**config.mk**
```make
export PLATFORM = sky130hd
export DESIGN_NAME = uart_rx_core
export DESIGN_NICKNAME = d
export VERILOG_FILES = /design/src/rtl/uart_rx_core.sv
export SDC_FILE = /design/constraint.sdc
export NUM_CORES = 1
export LEC_CHECK = 0
export ABC_AREA = 1
export CORE_UTILIZATION = 50
export CTS_CLUSTER_SIZE = 20
export DETAILED_ROUTE_END_ITERATION = 6
export DONT_BUFFER_PORTS = 1
export GPL_TIMING_DRIVEN = 0
export PLACE_DENSITY = 0.69
export SLEW_MARGIN = 20
export SYNTH_ARGS = -nofsm -noshare
export SYNTH_HDL_FRONTEND = slang
export SYNTH_SLANG_ARGS = --single-unit
```
**constraint.sdc**
```tcl
create_clock -name i_Clock -period 1.4 [get_ports i_Clock]
set_input_delay 0.07 -clock i_Clock [delete_from_list [all_inputs] [get_ports i_Clock]]
set_output_delay 0.07 -clock i_Clock [all_outputs]
set_load 0.05 [all_outputs]
```
**src/rtl/uart_rx_core.sv**
```systemverilog
// 8N1 UART receiver: two-flop input synchroniser, mid-bit sampling FSM,
// stop-bit check with one-cycle data-valid and framing-error strobes.
module uart_rx_core #(
    parameter int CLKS_PER_BIT = 217,
    parameter int CNT_W        = 16
) (
    input  logic       i_Clock,
    input  logic       i_Reset,
    input  logic       i_RX_Serial,
    output logic       o_RX_DV,
    output logic [7:0] o_RX_Byte,
    output logic       o_RX_Busy,
    output logic       o_Frame_Err
);

    localparam logic [CNT_W-1:0] TERMINAL = CNT_W'(CLKS_PER_BIT - 1);
    localparam logic [CNT_W-1:0] HALF     = CNT_W'((CLKS_PER_BIT - 1) / 2);

    typedef enum logic [2:0] {
        S_IDLE,
        S_START,
        S_DATA,
        S_STOP,
        S_WAIT_IDLE
    } rx_state_t;

    rx_state_t        r_State;
    logic             r_Sync1;
    logic             r_Sync2;
    logic [CNT_W-1:0] r_Count;
    logic [2:0]       r_BitIdx;
    logic [7:0]       r_Shift;

    logic w_RxS;
    logic w_Terminal;
    logic w_Half;

    assign w_RxS      = r_Sync2;
    assign w_Terminal = (r_Count == TERMINAL);
    assign w_Half     = (r_Count == HALF);

    // Synchroniser flops reset to the idle line level so reset release never looks like a start bit.
    always_ff @(posedge i_Clock or posedge i_Reset) begin
        if (i_Reset) begin
            r_Sync1 <= 1'b1;
            r_Sync2 <= 1'b1;
        end else begin
            r_Sync1 <= i_RX_Serial;
            r_Sync2 <= r_Sync1;
        end
    end

    always_ff @(posedge i_Clock or posedge i_Reset) begin
        if (i_Reset) begin
            r_State     <= S_IDLE;
            r_Count     <= '0;
            r_BitIdx    <= 3'd0;
            r_Shift     <= 8'h00;
            o_RX_DV     <= 1'b0;
            o_RX_Byte   <= 8'h00;
            o_RX_Busy   <= 1'b0;
            o_Frame_Err <= 1'b0;
        end else begin
            o_RX_DV     <= 1'b0;
            o_Frame_Err <= 1'b0;
            case (r_State)
                S_IDLE: begin
                    r_Count <= '0;
                    if (!w_RxS) begin
                        r_State   <= S_START;
                        o_RX_Busy <= 1'b1;
                    end
                end
                S_START: begin
                    if (w_Half) begin
                        r_Count <= '0;
                        if (!w_RxS) begin
                            r_State  <= S_DATA;
                            r_BitIdx <= 3'd0;
                        end else begin
                            r_State   <= S_IDLE;
                            o_RX_Busy <= 1'b0;
                        end
                    end else begin
                        r_Count <= r_Count + CNT_W'(1);
                    end
                end
                // Counting from mid-start, each terminal count lands on the centre of the next bit.
                S_DATA: begin
                    if (w_Terminal) begin
                        r_Count           <= '0;
                        r_Shift[r_BitIdx] <= w_RxS;
                        if (r_BitIdx == 3'd7) begin
                            r_State <= S_STOP;
                        end else begin
                            r_BitIdx <= r_BitIdx + 3'd1;
                        end
                    end else begin
                        r_Count <= r_Count + CNT_W'(1);
                    end
                end
                S_STOP: begin
                    if (w_Terminal) begin
                        r_Count <= '0;
                        if (w_RxS) begin
                            o_RX_Byte <= r_Shift;
                            o_RX_DV   <= 1'b1;
                            r_State   <= S_IDLE;
                            o_RX_Busy <= 1'b0;
                        end else begin
                            o_Frame_Err <= 1'b1;
                            r_State     <= S_WAIT_IDLE;
                        end
                    end else begin
                        r_Count <= r_Count + CNT_W'(1);
                    end
                end
                // A line held low after a bad stop bit is a break, not a new start bit.
                S_WAIT_IDLE: begin
                    r_Count <= '0;
                    if (w_RxS) begin
                        r_State   <= S_IDLE;
                        o_RX_Busy <= 1'b0;
                    end
                end
                default: begin
                    r_State   <= S_IDLE;
                    r_Count   <= '0;
                    o_RX_Busy <= 1'b0;
                end
            endcase
        end
    end

endmodule

```
==> impl_metrics.tcl, run 1 <==
set metrics [dict create \
    num-nets-final 287 \
    ant_nets 0 \
    antenna_found_initial 0 \
    io_buffers 0 \
    yosys-top-cells-count "nand2_1, dfrtp_1, nor2_1, inv_1, nand3_1" \
    yosysSeqAreaShare_pct 50.9 \
    powerDensity_mw_per_mm2 827 \
    hold_viol_final 0 \
    crit_path_cell_trace "inv_1 -> ha_2 -> nand3b_1 -> nor2_2 -> nand2_4 -> inv_4 -> nand3_4 -> clkinv_4 -> nand2_1 -> nand2_1" \
    violations "setup timing" \
    grt_use_total_pct 20.0 \
    grt.overflow.total 0 \
    worst_ep_arrival_time_ps 1790 \
    routed_wl_um 3900 \
    grt_pass1_wl_um 6580 \
    grt_pass1_vias 1505 \
    cts_tree "built" \
    area_delta_synth_final_pct 19.0 \
    syn_avg_cell_area_um2 8.14 \
    drc 0 \
    finalPower_w 0.00209 \
    fill_cells 355 \
    fin_crit_ps 1550 \
    p_switching_w 0.000479 \
    yosysMostFrequentCell "nand2_1" \
    finalCritPeriodShare_pct 111 \
    grt_start_max_net_pins 35 \
    htreeDepth 2 \
    cpPeakStageDelay_ps 420 \
    setup_ws_ps -150 \
    ys.flop_type "dfrtp_1" \
    via_count 1624 \
    seqPwrFrac_pct 59.8 \
    layoutNonFillerInstCount 331 \
    cp-end-kind "flop" \
    postPlaceCellArea_mm2 0.00220 \
    ys_ff_latch 43 \
    holdWs_ps 134 \
    cap_violations 0 \
    clockBufferDepth 2 \
    yosys.area.top_type_share_pct 48.5 \
    setup_viol 40 \
    clock_latency_ps 300 \
    synth_cells 260 \
    reg2reg_slack_ps -150 \
    r2r_start "r_Count[0]" \
    ios 14 \
    initial_core_util_pct 52.5 \
    die_w_um 67.1 \
    core_area_mm2 0.00403 \
    die_area_mm2 0.00450 \
    path_clk_slew_ps 80 \
    die_h_um 67.1 \
    cpMostUsedCell "nand2_1" \
    required_ps 1640 \
    slowest_stage "dfrtp_1" \
    netlist.top_cell.by_area "dfrtp_1" \
    ys_warn_count 0 \
    cts_made_buffers 5 \
    root_buffer "clkbuf_8" \
    hpwl_um 2580 \
    drive_gt1_share_pct 26.0 \
    ys_types 25 \
    syn-num-nets 267 \
    peakVddDrop_mv 0.453 \
    gp_congestion 0.898 \
    relSlewSlack_pct 68.1 \
    worst_setup_path_start_kind "flop" \
    diodes 0 \
    power_frac_comb_pct 2.4 \
    path_class "reg -> reg" \
    power.leakage_nw 1.19 \
    fmax_mhz 645 \
    final.setup_skew_ps 4.95 \
    worst-path-buf-inv 3 \
    async_flop_share_pct 100 \
    reg2reg_depth 10 \
    tightest_slew_ps 478 \
    fin_util_pct 62.5 \
    worstReg2RegEnd "o_RX_Byte[4]" \
    syn_area_mm2 0.00212 \
    rows 23 \
    drt_first_pass_iters 4 \
    vias_per_cell 4.91 \
    dp_cells 311 \
    drt-initial-drc-count 84 \
    critPathMaxFanout 10 \
    min_path_type "in -> async" \
    outcome "finished, violations left" \
    p_int_w 0.00161 \
    synthTopCellsByArea "dfrtp_1, nand2_1, nor2_1, inv_1, xor2_1" \
    p_sw_share_pct 23.0 \
    cp_top_family "simple AND/OR/NAND/NOR gates" \
    rsz0062_at_grt "true" \
    clkSinkCount 43 \
    design_area_mm2 0.00252 \
    clkPwrFrac_pct 37.8 \
    drt-wirelength-per-cell_um 11.8 \
    drv_slew 0 \
    synth-edff-count 0 \
]
stage by stage:
stage          TNS, ps  setup WS [ps]
2_1_floorplan     -142          -16.6
3_3_place_gp     -8820           -189
3_5_place_dp     -5440           -213
4_1_cts          -4900           -149
5_1_grt          -9050           -260
6_report         -4730           -150
cell usage in the layout (no fill, tap or decap), types with 2 or more instances in the layout:
master / netlist / final
nor2_2: 6 / 19
dfstp_2: 2 / 2
nor2_1: 37 / 23
buf_6: 1 / 4
nand2_1: 79 / 72
nor2_4: 1 / 2
o21ai_1: 5 / 13
nand2_2: 1 / 8
clkbuf_8: 0 / 5
inv_2: 4 / 3
clkinvlp_4: 0 / 2
nor3_2: 0 / 2
nand3_2: 0 / 6
ha_1: 4 / 3
o21ai_0: 12 / 4
buf_4: 0 / 7
dfrtp_1: 41 / 40
inv_4: 0 / 2
xnor2_1: 2 / 2
nand3_1: 15 / 9
nand4_1: 2 / 2
inv_1: 26 / 25
dlygate4sd3_1: 0 / 2
xor2_1: 11 / 11
layer usage:
| layer | global-route usage [%] | up-vias | share of wire (%) |
|---|---|---|---|
| met5 | 0 | - | 0 |
| met4 | 9.31 | 0 | 1.8 |
| met3 | 5.31 | 5 | 4.0 |
| met2 | 30.0 | 25 | 45 |
| met1 | 26.4 | 751 | 49 |
| li1 | - | 843 | - |
registers in the layout, indices dropped and copies added, names as in the netlist:
signal and cells:
o_Frame_Err 1, o_RX_Busy 1, o_RX_Byte 8, o_RX_DV 1, r_BitIdx 3, r_Count 16
r_Shift 8, r_State 3, r_Sync1 1, r_Sync2 1
area by class of cell:
class / instances / area, um^2 / area share, %
clock inverter: 3 / 20.0 / 0.794
inverter: 31 / 126 / 5.01
multi-input combinational: 184 / 1020 / 40.5
clock buffer: 5 / 68.8 / 2.73
sequential: 43 / 1080 / 42.9
timing repair buffer: 13 / 126 / 5.01
buffer: 2 / 16.3 / 0.645
tap: 50 / 62.6 / 2.48
worst register-to-register path, delay by kind of cell, from the launching register on:
kind,cells,cell delay [ps]
adder cells (fa/ha/maj),1,180
buffers and inverters,3,300
flip-flops,1,420
AND/OR/NAND/NOR,6,600
power by group through the flow:
stage / clock network, W / logic (W) / registers (W)
after floorplan: 0 / 0.0000289 / 0.00127
after detailed placement: 0 / 0.0000460 / 0.00127
after global placement: 0 / 0.0000383 / 0.00127
after CTS: 0.000805 / 0.0000513 / 0.00125
after global routing: 0.000866 / 0.0000574 / 0.00125
final: 0.000789 / 0.0000495 / 0.00125
what timing repair did:
action | CTS | global route
endpoints found under the setup margin | 40 | 41
pin swaps | 1 | 7
gates cloned | 1 | 0
hold buffers | 2 | 0
resized for setup | 9 | 39
buffers inserted | 4 | 5
hold endpoints to repair | 42 | 0
cell families after synthesis:
| group | Yosys count | share of synthesized area [%] |
|---|---|---|
| compound gates | 18 | 4.43 |
| xor+xnor | 13 | 5.38 |
| fa+ha+maj | 4 | 2.36 |
| buf+inv | 33 | 6.50 |
| flops | 43 | 50.9 |
| simple gates | 149 | 30.4 |
worst max-delay path by stage:
stage | cells after the start | start | endpoint
floorplan | 10 | r_Count[0] | r_Count[0]
global placement | 10 | r_Count[0] | r_Count[0]
detailed placement | 10 | r_Count[0] | r_Count[0]
CTS | 10 | r_Count[0] | r_Count[13]
global route | 10 | r_Count[0] | o_RX_Byte[5]
finish | 10 | r_Count[0] | o_RX_Byte[4]
No activity file was read; power rests on OpenSTA's default activity.
==> run 2, diff against run 1 <==
Settings changed: REMOVE_ABC_BUFFERS from default to 1.
==> run 2 against run 1 <==
  * The flow still finishes with violations (setup timing)
  * Clock power up 2%
  * Hold slack better by 56 ps
  * Power up 0.64%
  * Wire length up 4.8%
  * Critical endpoint is now r_Shift[2]
  * Count of clock-buffer cells in the layout unchanged
  * Utilization up 1.9 points
  * Critical path depth down 1
  * Critical path type unchanged
  * Die area unchanged
  * Maximum frequency down 2.5%
==> impl_metrics.tcl, run 2 (synthesized netlist as in run 1, its figures left out) <==
set metrics [dict create \
    cpPeakStageDelay_ps 420 \
    diodes 0 \
    layout.cells.most_common "nand2_1" \
    largest_register_ffs 16 \
    area_delta_synth_final_pct 22.6 \
    hold_viol_final 0 \
    grt_start_max_net_pins 29 \
    io_buffers 0 \
    relSlewSlack_pct 66.8 \
    initial_core_util_pct 52.5 \
    die_area_mm2 0.00450 \
    drv_slew 0 \
    gp_congestion 0.787 \
    via_count 1683 \
    grt.overflow.total 0 \
    setup_ws_ps -189 \
    slowest_stage "dfrtp_1" \
    cts_tree "built" \
    ant_nets 0 \
    required_ps 1620 \
    rows 23 \
    fmax_mhz 629 \
    fin_crit_ps 1590 \
    cp-end-kind "flop" \
    die_w_um 67.1 \
    min_path_type "in -> async" \
    finalPower_w 0.00210 \
    final.setup_skew_ps 6.14 \
    clock_latency_ps 300 \
    drc 0 \
    core_area_mm2 0.00403 \
    htreeDepth 2 \
    fin_util_pct 64.4 \
    worst_setup_path_start_kind "flop" \
    clkSinkCount 43 \
    design_area_mm2 0.00259 \
    clockBufferDepth 2 \
    ios 14 \
    outcome "finished, violations left" \
    cp_top_family "simple AND/OR/NAND/NOR gates" \
    regMostFlops "r_Count" \
    fill_cells 315 \
    drt-wirelength-per-cell_um 12.3 \
    grt_pass1_vias 1502 \
    hpwl_um 2520 \
    drt_first_pass_iters 4 \
    worst-path-buf-inv 2 \
    routed_wl_um 4090 \
    vias_per_cell 5.07 \
    cts_made_buffers 5 \
    rsz0062_at_grt "true" \
    path_class "reg -> reg" \
    powerDensity_mw_per_mm2 809 \
    holdWs_ps 189 \
    path_clk_slew_ps 90 \
    top_regs "r_Count: 16 flops, o_RX_Byte: 8 flops, r_Shift: 8 flops" \
    worst_ep_arrival_time_ps 1810 \
    finalCritPeriodShare_pct 113 \
    crit_path_cell_trace "inv_2 -> ha_4 -> nand3b_1 -> nor2_2 -> nand2_4 -> buf_4 -> nor3_4 -> nand2_1 -> o21ai_1" \
    power.leakage_nw 1.20 \
    drive_gt1_share_pct 28.7 \
    layoutNonFillerInstCount 332 \
    peakVddDrop_mv 0.739 \
    final_cell_mix "nand2_1, dfrtp_1, nor2_1" \
    setup_viol 40 \
    num-nets-final 288 \
    grt_pass1_wl_um 6620 \
    tightest_slew_ps 499 \
    cap_violations 0 \
    antenna_found_initial 0 \
    dp_cells 309 \
    critPathMaxFanout 7 \
    root_buffer "clkbuf_8" \
    grt_use_total_pct 20.1 \
    drt-initial-drc-count 93 \
    violations "setup timing" \
    postPlaceCellArea_mm2 0.00218 \
    die_h_um 67.1 \
]
[run 2: final timing paths]
kind                             start      endpoint  slack (ps)  cells past startpoint
min reg2reg                    r_Sync1       r_Sync2         370                      0
min                            i_Reset  o_RX_Byte[5]         190                      2
min in group i_Clock       i_RX_Serial       r_Sync1         310                      1
max reg2reg                 r_Count[0]    r_Shift[2]        -190                      9
max in group asynchronous      i_Reset       r_Sync2         680                      3
max                         r_Count[0]    r_Shift[2]        -190                      9
[run 2: what timing repair did]
item / in CTS / in global routing
endpoints found under the setup margin: 40 / 41
hold buffers: 2 / 0
pin swaps: 1 / 19
cloned: 1 / 1
hold endpoints to repair: 42 / 0
buffers inserted: 3 / 8
resized for setup: 16 / 49
[run 2: area by class of cell]
type	count	area, um^2	share of cell area, %
Timing Repair Buffer	14	123	4.73
Multi-Input combinational cell	185	1100	42.4
Clock buffer	5	68.8	2.65
Timing Repair inverter	1	6.26	0.241
Clock inverter	3	25.0	0.964
Sequential cell	43	1080	41.7
Tap cell	50	62.6	2.41
Inverter	31	129	4.97
[run 2: per-stage QoR]
step	TNS, ps	worst slack, ps
finish	-4750	-189
floorplan	-192	-23.1
CTS	-5200	-170
detailed placement	-6510	-239
global route	-9180	-294
global placement	-10420	-243
[run 2: routing by layer]
metal  up-vias  wire length, um  track usage (%)
met5         -                0                0
met4         0               21             7.18
met3         2              212             4.79
met2        36             1930             30.1
met1       796             1920             27.8
li1        849                -                -
[run 2: report_power, final]
group	leakage (nW)	switching (W)	internal, W	total (W)
clock	0.0443	0.000446	0.000357	0.000802
sequential	0.571	0.00000597	0.00125	0.00125
combinational	0.589	0.0000320	0.0000122	0.0000442
[run 2: worst reg2reg max path: cells and delay by family (launching register included)]
family          cells  cell delay [ps]
buf+inv             2              260
compound gates      1              100
flops               1              420
fa+ha+maj           1              120
simple gates        5              620
